**config.mk**
```make
export PLATFORM = sky130hd
export DESIGN_NAME = serial_subtractor
export DESIGN_NICKNAME = d
export VERILOG_FILES = /design/src/rtl/serial_subtractor.sv
export SDC_FILE = /design/constraint.sdc
export NUM_CORES = 1
export LEC_CHECK = 0
export CAP_MARGIN = 40
export CELL_PAD_IN_SITES_DETAIL_PLACEMENT = 1
export CELL_PAD_IN_SITES_GLOBAL_PLACEMENT = 1
export CORE_ASPECT_RATIO = 0.6
export CORE_MARGIN = 1.5
export CORE_UTILIZATION = 44
export CTS_CLUSTER_SIZE = 10
export DETAILED_ROUTE_END_ITERATION = 8
export PLACE_DENSITY_LB_ADDON = 0.1
export SETUP_SLACK_MARGIN = 0.02
export SYNTH_ARGS = -nofsm -noshare
export SYNTH_HDL_FRONTEND = slang
export SYNTH_SLANG_ARGS = --single-unit
```
**constraint.sdc**
```tcl
create_clock -name clk -period 1.95 [get_ports clk]
set_input_delay 0.195 -clock clk [delete_from_list [all_inputs] [get_ports clk]]
set_output_delay 0.195 -clock clk [all_outputs]
set_load 0.1 [all_outputs]
```
**src/rtl/serial_subtractor.sv**
```systemverilog
// Bit-serial unsigned subtractor: diff = a - b, one bit slice per clock, LSB first.
// A start pulse loads the operands; done pulses for one cycle when diff/borrow are final.
module serial_subtractor #(
    parameter int unsigned WIDTH = 8
) (
    input  logic             clk,
    input  logic             rst_n,
    input  logic             start,
    input  logic [WIDTH-1:0] a,
    input  logic [WIDTH-1:0] b,
    output logic             busy,
    output logic             done,
    output logic [WIDTH-1:0] diff,
    output logic             borrow
);

    localparam int unsigned CW = $clog2(WIDTH);
    localparam int unsigned SW = WIDTH - 1;

    typedef enum logic [1:0] {
        S_IDLE  = 2'd0,
        S_SHIFT = 2'd1,
        S_DONE  = 2'd2
    } state_t;

    state_t           state_q, state_d;
    logic [WIDTH-1:0] sa_q, sa_d;
    logic [WIDTH-1:0] sb_q, sb_d;
    logic [SW-1:0]    sd_q, sd_d;
    logic             br_q, br_d;
    logic [CW-1:0]    cnt_q, cnt_d;
    logic             busy_q, busy_d;
    logic             done_q, done_d;
    logic [WIDTH-1:0] diff_q, diff_d;
    logic             borrow_q, borrow_d;

    logic slice_d_c;
    logic slice_bo_c;
    logic load_c;

    // Full-subtractor bit slice on the current LSBs and the running borrow
    always_comb begin
        slice_d_c  = sa_q[0] ^ sb_q[0] ^ br_q;
        slice_bo_c = (~sa_q[0] & sb_q[0]) | (~(sa_q[0] ^ sb_q[0]) & br_q);
    end

    always_comb begin
        state_d  = state_q;
        sa_d     = sa_q;
        sb_d     = sb_q;
        sd_d     = sd_q;
        br_d     = br_q;
        cnt_d    = cnt_q;
        diff_d   = diff_q;
        borrow_d = borrow_q;
        load_c   = 1'b0;

        case (state_q)
            S_IDLE: begin
                if (start) load_c = 1'b1;
            end
            S_SHIFT: begin
                sa_d  = sa_q >> 1;
                sb_d  = sb_q >> 1;
                // sd holds only the WIDTH-1 bits gathered so far; the last slice joins at the top
                sd_d  = SW'({slice_d_c, sd_q} >> 1);
                br_d  = slice_bo_c;
                cnt_d = cnt_q + CW'(1);
                if (cnt_q == CW'(WIDTH - 1)) begin
                    state_d  = S_DONE;
                    diff_d   = {slice_d_c, sd_q};
                    borrow_d = slice_bo_c;
                end
            end
            S_DONE: begin
                if (start) load_c = 1'b1;
                else       state_d = S_IDLE;
            end
            default: state_d = S_IDLE;
        endcase

        if (load_c) begin
            state_d = S_SHIFT;
            sa_d    = a;
            sb_d    = b;
            sd_d    = '0;
            br_d    = 1'b0;
            cnt_d   = '0;
        end

        busy_d = (state_d == S_SHIFT);
        done_d = (state_d == S_DONE);
    end

    always_ff @(posedge clk or negedge rst_n) begin
        if (!rst_n) begin
            state_q  <= S_IDLE;
            sa_q     <= '0;
            sb_q     <= '0;
            sd_q     <= '0;
            br_q     <= 1'b0;
            cnt_q    <= '0;
            busy_q   <= 1'b0;
            done_q   <= 1'b0;
            diff_q   <= '0;
            borrow_q <= 1'b0;
        end else begin
            state_q  <= state_d;
            sa_q     <= sa_d;
            sb_q     <= sb_d;
            sd_q     <= sd_d;
            br_q     <= br_d;
            cnt_q    <= cnt_d;
            busy_q   <= busy_d;
            done_q   <= done_d;
            diff_q   <= diff_d;
            borrow_q <= borrow_d;
        end
    end

    assign busy   = busy_q;
    assign done   = done_q;
    assign diff   = diff_q;
    assign borrow = borrow_q;

endmodule

```
**After elaboration in Yosys (flattened, before gate mapping)**

Cells that the tools add are included.

- Register bits: 40
- Input bits: 19
- Output and inout bits: 11
- Logic and storage cells: 43

- $add $sub $neg: 1
- Equal/unequal tests: 5
- Mux-type cells: 16
- Bitwise operators: 7
- Reductions and logical operators: 4

Operator list:

| cell | count |
|---|---|
| $mux 8 | 4 |
| $mux 7 | 2 |
| $mux 2 | 3 |
| $mux 3 | 2 |
| $pmux 2 s3 | 1 |
| $eq 2x1->1 const B | 2 |
| $eq 2x2->1 const B | 2 |
| $mux 1 | 4 |
| $add 3x1->3 const B | 1 |
| $eq 3x3->1 const B | 1 |
| $and 1x1->1 | 2 |
| $logic_not 2->1 | 1 |
| $not 1->1 | 2 |
| $reduce_and 2->1 | 1 |
| $reduce_bool 2->1 | 1 |
| $reduce_or 2->1 | 1 |
| $xor 1x1->1 | 2 |
| $or 1x1->1 | 1 |

**Depth between registers and ports, before layout**

Gate-level depths: netlist (run 1).

- Word-level depth: 6
- Depth in mapped cells: 5
- Depth with buffers taken out: 4

**Least setup slack after synthesis (run 1)**

No wires, ideal clock.

- Path type: reg-to-reg
- Start point: register cnt_q[0]
- End point: register borrow_q, in the netlist borrow
- Setup time: 0.125 ns
- Arrival: 1.321 ns
- Required time: 1.825 ns
- Setup slack: 0.503 ns
- Stages on the path, launching flop included: 6
- Path buffers: 1
- Clock period less this slack: 1.447 ns
- Cell sequence: dfrtp_1 > ha_1 > ha_1 > nand3b_4 > buf_6 > mux2_4

- Cells in the longest elaborated chain, start to end: 2

Ends and longest elaborated chain:

| item | RTL line | text |
|---|---|---|
| from (decl) | 31 | `logic [CW-1:0] cnt_q, cnt_d;` |
| from (signal assigned) | 113 | `cnt_q <= cnt_d;` |
| $eq 3x3->1 | 69 | `if (cnt_q == CW'(WIDTH - 1)) begin` |
| $reduce_and 2->1 (no line) | - |  |
| to (signal assigned) | 117 | `borrow_q <= borrow_d;` |
| to (decl) | 35 | `logic borrow_q, borrow_d;` |

No other way between the ends.
A chain may end at the register's enable or synchronous reset.

**Final worst setup path (run 1)**

- Start point: register cnt_q[0]
- End point: register diff_q[0], in the netlist diff[0]

- Cells in the longest elaborated chain, start to end: 2

Ends and longest elaborated chain:

| item | RTL line | text |
|---|---|---|
| $eq 3x3->1 | 69 |  |
| $reduce_and 2->1 (no line) | - |  |
| to (signal assigned) | 116 | `diff_q <= diff_d;` |
| to (decl) | 34 | `logic [WIDTH-1:0] diff_q, diff_d;` |

No other way between the ends.

==> results of run 1 <==
## cell usage in the layout (no fill, tap or decap)
| master | count |
|---|---|
| sky130_fd_sc_hd__mux2_2 | 3 |
| sky130_fd_sc_hd__inv_1 | 4 |
| sky130_fd_sc_hd__nor2_1 | 2 |
| sky130_fd_sc_hd__dlygate4sd3_1 | 1 |
| sky130_fd_sc_hd__clkinv_2 | 2 |
| sky130_fd_sc_hd__mux2_1 | 3 |
| sky130_fd_sc_hd__fa_1 | 1 |
| sky130_fd_sc_hd__clkdlybuf4s50_1 | 17 |
| sky130_fd_sc_hd__mux2_4 | 13 |
| sky130_fd_sc_hd__buf_4 | 17 |
| sky130_fd_sc_hd__a32o_1 | 1 |
| sky130_fd_sc_hd__buf_12 | 1 |
| sky130_fd_sc_hd__nand3_1 | 2 |
| sky130_fd_sc_hd__o21ai_0 | 2 |
| sky130_fd_sc_hd__buf_2 | 1 |
| sky130_fd_sc_hd__mux2i_1 | 45 |
| sky130_fd_sc_hd__ha_1 | 2 |
| sky130_fd_sc_hd__clkbuf_8 | 5 |
| sky130_fd_sc_hd__clkinv_4 | 1 |
| sky130_fd_sc_hd__nand2b_1 | 2 |
| sky130_fd_sc_hd__a22o_1 | 10 |
| sky130_fd_sc_hd__xnor2_1 | 1 |
| sky130_fd_sc_hd__dfrtp_1 | 40 |
| sky130_fd_sc_hd__nand3b_4 | 1 |
## metrics by stage
| stage | total power [uW] | hold slack (ps) |
|---|---|---|
| 6_report | 4060 | 388 |
| 5_1_grt | 4330 | 418 |
| 4_1_cts | 4110 | 399 |
| 3_5_place_dp | 3560 | 181 |
| 3_3_place_gp | 3440 | 179 |
| 2_1_floorplan | 3120 | -101 |
## state kept, by name, indices dropped and copies added (netlist names)
register	cells
borrow	1
state_q	2
cnt_q	3
diff	8
done	1
sa_q	8
br_q	1
sd_q	7
sb_q	8
busy	1
## routing by layer
layer | vias up | part of all wire, % | track usage, %
li1 | 576 | - | -
met1 | 622 | 49 | 24.0
met2 | 23 | 45 | 27.6
met3 | 4 | 4.5 | 6.83
met4 | 0 | 0.89 | 4.02
met5 | - | 0 | 0
## power groups by stage
stage | sequential [uW] | combinational, uW | clock (uW)
final | 1460 | 2050 | 548
after global routing | 1520 | 2200 | 603
after CTS | 1470 | 2080 | 559
after detailed placement | 1480 | 2080 | 0
after global placement | 1440 | 2000 | 0
after floorplan | 2060 | 1060 | 0
## worst reg2reg max path: cells and delay by family (launching register included)
kind,cells,cell delay [ps]
flops,1,420
mux,1,360
simple gates,1,220
fa+ha+maj,2,450
## worst max path at each step
stage	startpoint	endpoint	slack, ps	cells after the start
3_3_place_gp	start	cnt_q[1]$_DFFE_PN0P_	400	3
3_5_place_dp	start	cnt_q[2]$_DFFE_PN0P_	270	3
5_1_grt	state_q[0]$_DFF_PN0_	cnt_q[2]$_DFFE_PN0P_	260	2
6_report	cnt_q[0]$_DFFE_PN0P_	diff[0]$_DFFE_PN0P_	380	4
2_1_floorplan	cnt_q[0]$_DFFE_PN0P_	borrow$_DFFE_PN0P_	500	5
4_1_cts	cnt_q[0]$_DFFE_PN0P_	diff[0]$_DFFE_PN0P_	360	4
## kinds of logic (layout without fill, tap and decap cells)
logic type	after synthesis	after routing	synth area share, %
fa+ha+maj	3	3	2.21
xor+xnor	1	1	0.430
compound gates	13	13	5.28
flops	40	40	49.1
buf+inv	15	49	5.58
mux	64	64	35.0
simple gates	7	7	2.45
## final cells by class
class / instances / area [um2]
inverter: 4 / 15.0
sequential: 40 / 1000
tap: 60 / 75.1
fill: 437 / 1840
timing repair buffer: 37 / 333
clock inverter: 3 / 18.8
clock buffer: 5 / 68.8
multi-input combinational: 88 / 925
==> impl_metrics.py, run 1 <==
metrics = {
    "status": {
        "status": "complete, no violations",
    },
    "detailed_routing": {
        "route.detailed.drc": 0,
        "detailroute.via_count": 1225,
        "drt_initial_violations": 34,
        "detail_route.vias_per_cell": 5.17,
        "drt.antenna.violating_nets": 0,
        "detail_route.wirelength_um": 3920,
        "post_drt_wl_per_cell_um": 16.5,
        "1st_pass_router_iterations": 4,
    },
    "floorplanning": {
        "row_count": 18,
        "dieArea_mm2": 0.00507,
        "die_width_um": 90.9,
        "io-pin-count": 30,
        "start_util_pct": 47.7,
        "core_mm2": 0.00428,
        "floorplan.die.height_um": 55.7,
    },
    "final_layout": {
        "finalNetCount": 198,
        "fin_cells": 237,
        "diodes": 0,
        "drive_above_1_share_pct": 24.9,
        "final_design_area_no_fill_mm2": 0.00244,
        "synthToLayoutAreaGrowth_pct": 19.4,
        "final_core_area_utilization_pct": 56.9,
    },
    "synthesis": {
        "area_of_the_mapped_netlist_mm2": 0.00204,
        "syn-mean-instance-area_um2": 14.3,
        "most_instantiated_cells_after_synthesis": "sky130_fd_sc_hd__mux2i_1, sky130_fd_sc_hd__dfrtp_1, sky130_fd_sc_hd__mux2_4",
        "synth_area_leaders": "sky130_fd_sc_hd__dfrtp_1, sky130_fd_sc_hd__mux2i_1, sky130_fd_sc_hd__mux2_4",
        "synth_cells": 143,
        "number_of_enable_type_register_cells_in_the_synthesized_netlist": 0,
        "postSynth.asyncResetShare_pct": 100,
        "yosysSeqAreaShare_pct": 49.1,
        "synth_top_cell_area_share_pct": 49.1,
        "synthFlopType": "sky130_fd_sc_hd__dfrtp_1",
        "yosys_register_bits": 40,
        "synth_top_area_cell": "sky130_fd_sc_hd__dfrtp_1",
        "synth_fp_nets": 165,
        "leading_cell_type_by_number_of_instances_after_synthesis": "sky130_fd_sc_hd__mux2i_1",
        "synth_warnings": 0,
        "synth.lib_cells_used.distinct": 20,
    },
    "clock_network": {
        "clockBufferDepth": 2,
        "clock_latency_ps": 290,
        "tritoncts_num_sinks": 40,
        "cts_tree": "yes",
        "h-tree-depth": 2,
        "cts_setup_buffers": 0,
        "cts.root.buffer_cell": "sky130_fd_sc_hd__clkbuf_8",
        "cts_repair_resize_count": 0,
        "cts_hold_buf": 1,
        "cts.reportedPaths.clkPinSlew_ps": 80,
        "tritoncts.num_buffers": 5,
    },
    "timing": {
        "worst_clock_skew_ps": 8.00,
        "finalMaxSlewViolations": 0,
        "period_minus_slack_ps": 1570,
        "setup-tns-final_ps": 0,
        "grt_setup_unrepaired": "false",
        "finalCritPeriodShare_pct": 80.3,
        "timing.final.setup_violations": 0,
        "slew_headroom_pct": 44.9,
        "final_hold_violation_count": 0,
        "upper_clock_frequency_limit_mhz": 639,
        "worst_pin_slew_ps": 824,
        "finalWorstSetupSlack_ps": 384,
    },
    "critical_path": {
        "worst-r2r-cell-count": 4,
        "regToRegStartpoint": "cnt_q[0]$_DFFE_PN0P_",
        "timing.rr.end": "diff[0]$_DFFE_PN0P_",
        "worst_setup_path_start_kind": "register",
        "critical_path_required_ps": 2130,
        "critical-path-slowest-cell": "sky130_fd_sc_hd__dfrtp_1",
        "path_class": "register to register",
        "cp_cell_sequence": "ha_1, ha_1, nand3b_4, mux2_2",
        "critical-path-top-delay-family": "adder cells",
        "setup.worst_path.end_class": "register",
        "cp_max_fo": 11,
        "bufs_and_invs_on_worst_path": 0,
        "worstPathArrival_ps": 1740,
        "critPathMostFrequentCell": "sky130_fd_sc_hd__ha_1",
        "regToRegSetupSlack_ps": 380,
        "max_stage_delay_ps": 420,
    },
    "place": {
        "detailed_placement_wirelength_estimate_um": 2740,
        "place_worst_setup_slack_ps": 270,
        "dpl-instance-area_mm2": 0.00234,
        "gp_congestion": 0.678,
        "port_buffers": 29,
        "place_inst": 228,
    },
    "power_and_ir_drop": {
        "vdd_ir_drop_max_uv": 669,
        "power.static_leakage_uw": 0.00123,
        "powerDensity_mw_per_mm2": 1670,
        "power.share.combinational_pct": 50.5,
        "internal_power_uw": 2270,
        "swShare_pct": 44.2,
        "sequential_share_of_power_pct": 36.0,
        "p_clk_share_pct": 13.5,
        "power.switching_uw": 1800,
    },
    "flow_run": {
        "max-cap-violations": 0,
    },
    "min_path": {
        "holdCritPathClass": "input port to asynchronous set/reset pin",
    },
    "global_routing": {
        "grt_pass1_wl_um": 6960,
        "global_route.overflow_total": 0,
        "grt_pass1_vias": 1322,
        "pin_count_of_the_biggest_net_entering_global_routing": 41,
        "grt_antenna_before_repair": 0,
        "grtUsageTotal_pct": 17.9,
    },
}
Note: power is estimated with default switching activity, not from simulation.
==> run 2, diff against run 1 <==
==> constraint.sdc (replaced) <==
create_clock -name clk -period 1.55 [get_ports clk]
set_input_delay 0.155 -clock clk [delete_from_list [all_inputs] [get_ports clk]]
set_output_delay 0.155 -clock clk [all_outputs]
set_load 0.1 [all_outputs]
==> impl_metrics.py, run 2 (synthesized netlist as in run 1, its figures left out) <==
metrics = {
    "status": {
        "status": "complete, no violations",
    },
    "global_routing": {
        "grt_antenna_before_repair": 0,
        "global_route.overflow_total": 0,
        "grt_pass1_vias": 1417,
        "grt_pass1_wl_um": 7270,
        "pin_count_of_the_biggest_net_entering_global_routing": 20,
        "grtUsageTotal_pct": 18.6,
    },
    "power_and_ir_drop": {
        "power.share.combinational_pct": 53.7,
        "swShare_pct": 42.3,
        "vdd_ir_drop_max_uv": 1210,
        "power.static_leakage_uw": 0.00130,
        "sequential_share_of_power_pct": 33.9,
        "p_clk_share_pct": 12.5,
        "internal_power_uw": 3260,
        "powerDensity_mw_per_mm2": 2150,
        "power.switching_uw": 2400,
    },
    "critical_path": {
        "timing.rr.end": "diff[0]$_DFFE_PN0P_",
        "bufs_and_invs_on_worst_path": 0,
        "worstPathArrival_ps": 1660,
        "path_class": "register to register",
        "critical-path-slowest-cell": "sky130_fd_sc_hd__dfrtp_1",
        "critical-path-top-delay-family": "adder cells",
        "max_stage_delay_ps": 410,
        "setup.worst_path.end_class": "register",
        "regToRegSetupSlack_ps": 70,
        "critical_path_required_ps": 1730,
        "regToRegStartpoint": "cnt_q[0]$_DFFE_PN0P_",
        "worst_setup_path_start_kind": "register",
        "cp_cell_sequence": "ha_1, ha_2, nand3b_4, mux2_2",
        "cp_max_fo": 5,
        "worst-r2r-cell-count": 4,
    },
    "place": {
        "detailed_placement_wirelength_estimate_um": 3120,
        "place_inst": 232,
        "port_buffers": 29,
        "place_worst_setup_slack_ps": -7.52,
        "gp_congestion": 0.687,
    },
    "final_layout": {
        "final_core_area_utilization_pct": 61.5,
        "drive_above_1_share_pct": 28.3,
        "diodes": 0,
        "mostFrequentLayoutCell": "sky130_fd_sc_hd__mux2i_1",
        "layout.filler_cells": 416,
        "synthToLayoutAreaGrowth_pct": 29.1,
        "finalNetCount": 205,
        "fin_cells": 244,
        "layout_common_cells": "sky130_fd_sc_hd__mux2i_1, sky130_fd_sc_hd__dfrtp_1, sky130_fd_sc_hd__clkdlybuf4s50_1, sky130_fd_sc_hd__mux2_4, sky130_fd_sc_hd__buf_4",
    },
    "clock_network": {
        "cts_tree": "yes",
        "clock_latency_ps": 290,
        "cts.reportedPaths.clkPinSlew_ps": 70,
        "cts.root.buffer_cell": "sky130_fd_sc_hd__clkbuf_8",
        "tritoncts_num_sinks": 40,
        "tritoncts.num_buffers": 5,
        "clockBufferDepth": 2,
        "h-tree-depth": 2,
    },
    "floorplanning": {
        "core_mm2": 0.00428,
        "die_width_um": 90.9,
        "start_util_pct": 47.7,
        "floorplan.die.height_um": 55.7,
        "dieArea_mm2": 0.00507,
        "row_count": 18,
        "io-pin-count": 30,
    },
    "detailed_routing": {
        "metal1_wirelength_um": 2100,
        "detail_route.vias_per_cell": 5.20,
        "route.met2.wl_um": 2190,
        "drt.antenna.violating_nets": 0,
        "drt_initial_violations": 35,
        "detail_route.wirelength_um": 4520,
        "highest-signal-layer": "met4",
        "met3_length_um": 149,
        "post_drt_wl_per_cell_um": 18.5,
        "route.detailed.drc": 0,
        "1st_pass_router_iterations": 4,
        "detailroute.via_count": 1270,
    },
    "timing": {
        "finalMaxSlewViolations": 0,
        "finalWorstSetupSlack_ps": 69.6,
        "timing.final.setup_violations": 0,
        "worst_clock_skew_ps": 6.64,
        "period_minus_slack_ps": 1480,
        "finalHoldWorstSlack_ps": 351,
        "finalCritPeriodShare_pct": 95.5,
        "grt_setup_unrepaired": "false",
        "final_hold_violation_count": 0,
        "slew_headroom_pct": 47.9,
        "upper_clock_frequency_limit_mhz": 676,
        "worst_pin_slew_ps": 779,
    },
    "min_path": {
        "holdCritPathClass": "input port to asynchronous set/reset pin",
    },
    "flow_run": {
        "max-cap-violations": 0,
    },
}
==> run 2: changes by cell type in the layout (fill, tap and decap cells not counted) <==
cell | previous run | this run
sky130_fd_sc_hd__ha_1 | 2 | 1
sky130_fd_sc_hd__nand3b_4 | 1 | 2
sky130_fd_sc_hd__clkbuf_8 | 5 | 6
sky130_fd_sc_hd__ha_2 | 0 | 1
sky130_fd_sc_hd__fa_2 | 0 | 1
sky130_fd_sc_hd__clkinv_4 | 1 | 0
sky130_fd_sc_hd__inv_2 | 0 | 1
sky130_fd_sc_hd__fa_1 | 1 | 0
sky130_fd_sc_hd__buf_4 | 17 | 13
sky130_fd_sc_hd__clkbuf_1 | 0 | 2
sky130_fd_sc_hd__clkinv_2 | 2 | 0
sky130_fd_sc_hd__inv_1 | 4 | 3
sky130_fd_sc_hd__buf_12 | 1 | 11
==> run 2: routing by layer <==
layer	global-route usage, %	vias to the layer above
li1	-	595
met1	24.2	637
met2	30.4	29
met3	4.10	9
met4	7.37	0
met5	0	-
==> run 2: timing repair <==
action | CTS | global route
endpoints found under the hold margin | 17 | 0
hold buffers | 1 | 0
setup buffers | 1 | 1
gates cloned | 0 | 1
endpoints found under the setup margin | 2 | 9
resized for setup | 0 | 4
pin swaps | 1 | 1
==> run 2: area by class of cell <==
class	count	area (um2)	share of cell area, %
Multi-Input combinational cell	89	950	36.1
Timing Repair Buffer	43	503	19.1
Sequential cell	40	1000	38.0
Clock buffer	8	90.1	3.42
Tap cell	60	75.1	2.85
Inverter	4	15.0	0.570
==> run 2: worst register-to-register path, cell delays in order (launching register included) <==
cell and delay, ps:
sky130_fd_sc_hd__dfrtp_1 410, sky130_fd_sc_hd__ha_1 210, sky130_fd_sc_hd__ha_2 220, sky130_fd_sc_hd__nand3b_4 160, sky130_fd_sc_hd__mux2_2 350
==> run 2: how the worst max path moves through the flow <==
stage / startpoint / to / slack, ps / depth (start not counted)
2_1_floorplan: cnt_q[0]$_DFFE_PN0P_ / borrow$_DFFE_PN0P_ / 100 / 5
3_3_place_gp: start / cnt_q[0]$_DFFE_PN0P_ / 30 / 3
6_report: cnt_q[0]$_DFFE_PN0P_ / diff[0]$_DFFE_PN0P_ / 70 / 4
5_1_grt: cnt_q[0]$_DFFE_PN0P_ / diff[0]$_DFFE_PN0P_ / 20 / 4
3_5_place_dp: start / br_q$_DFFE_PN0P_ / -8 / 3
4_1_cts: cnt_q[0]$_DFFE_PN0P_ / diff[0]$_DFFE_PN0P_ / 7 / 4
==> run 2: power by group through the flow <==
stage	Clock (uW)	Combinational [uW]	Sequential, uW
floorplan	0	1330	2590
detailed placement	0	2950	1920
finish	706	3040	1920
global route	788	3210	1980
global placement	0	2850	1860
CTS	732	2980	1910
==> run 2: per-stage QoR <==
step                TNS (ps)  power [uW]  area [um2]
floorplan                  0        3920        2040
global placement           0        4710        2490
detailed placement     -10.4        4880        2490
CTS                        0        5620        2600
global route               0        5980        2630
finish                     0        5660        2630
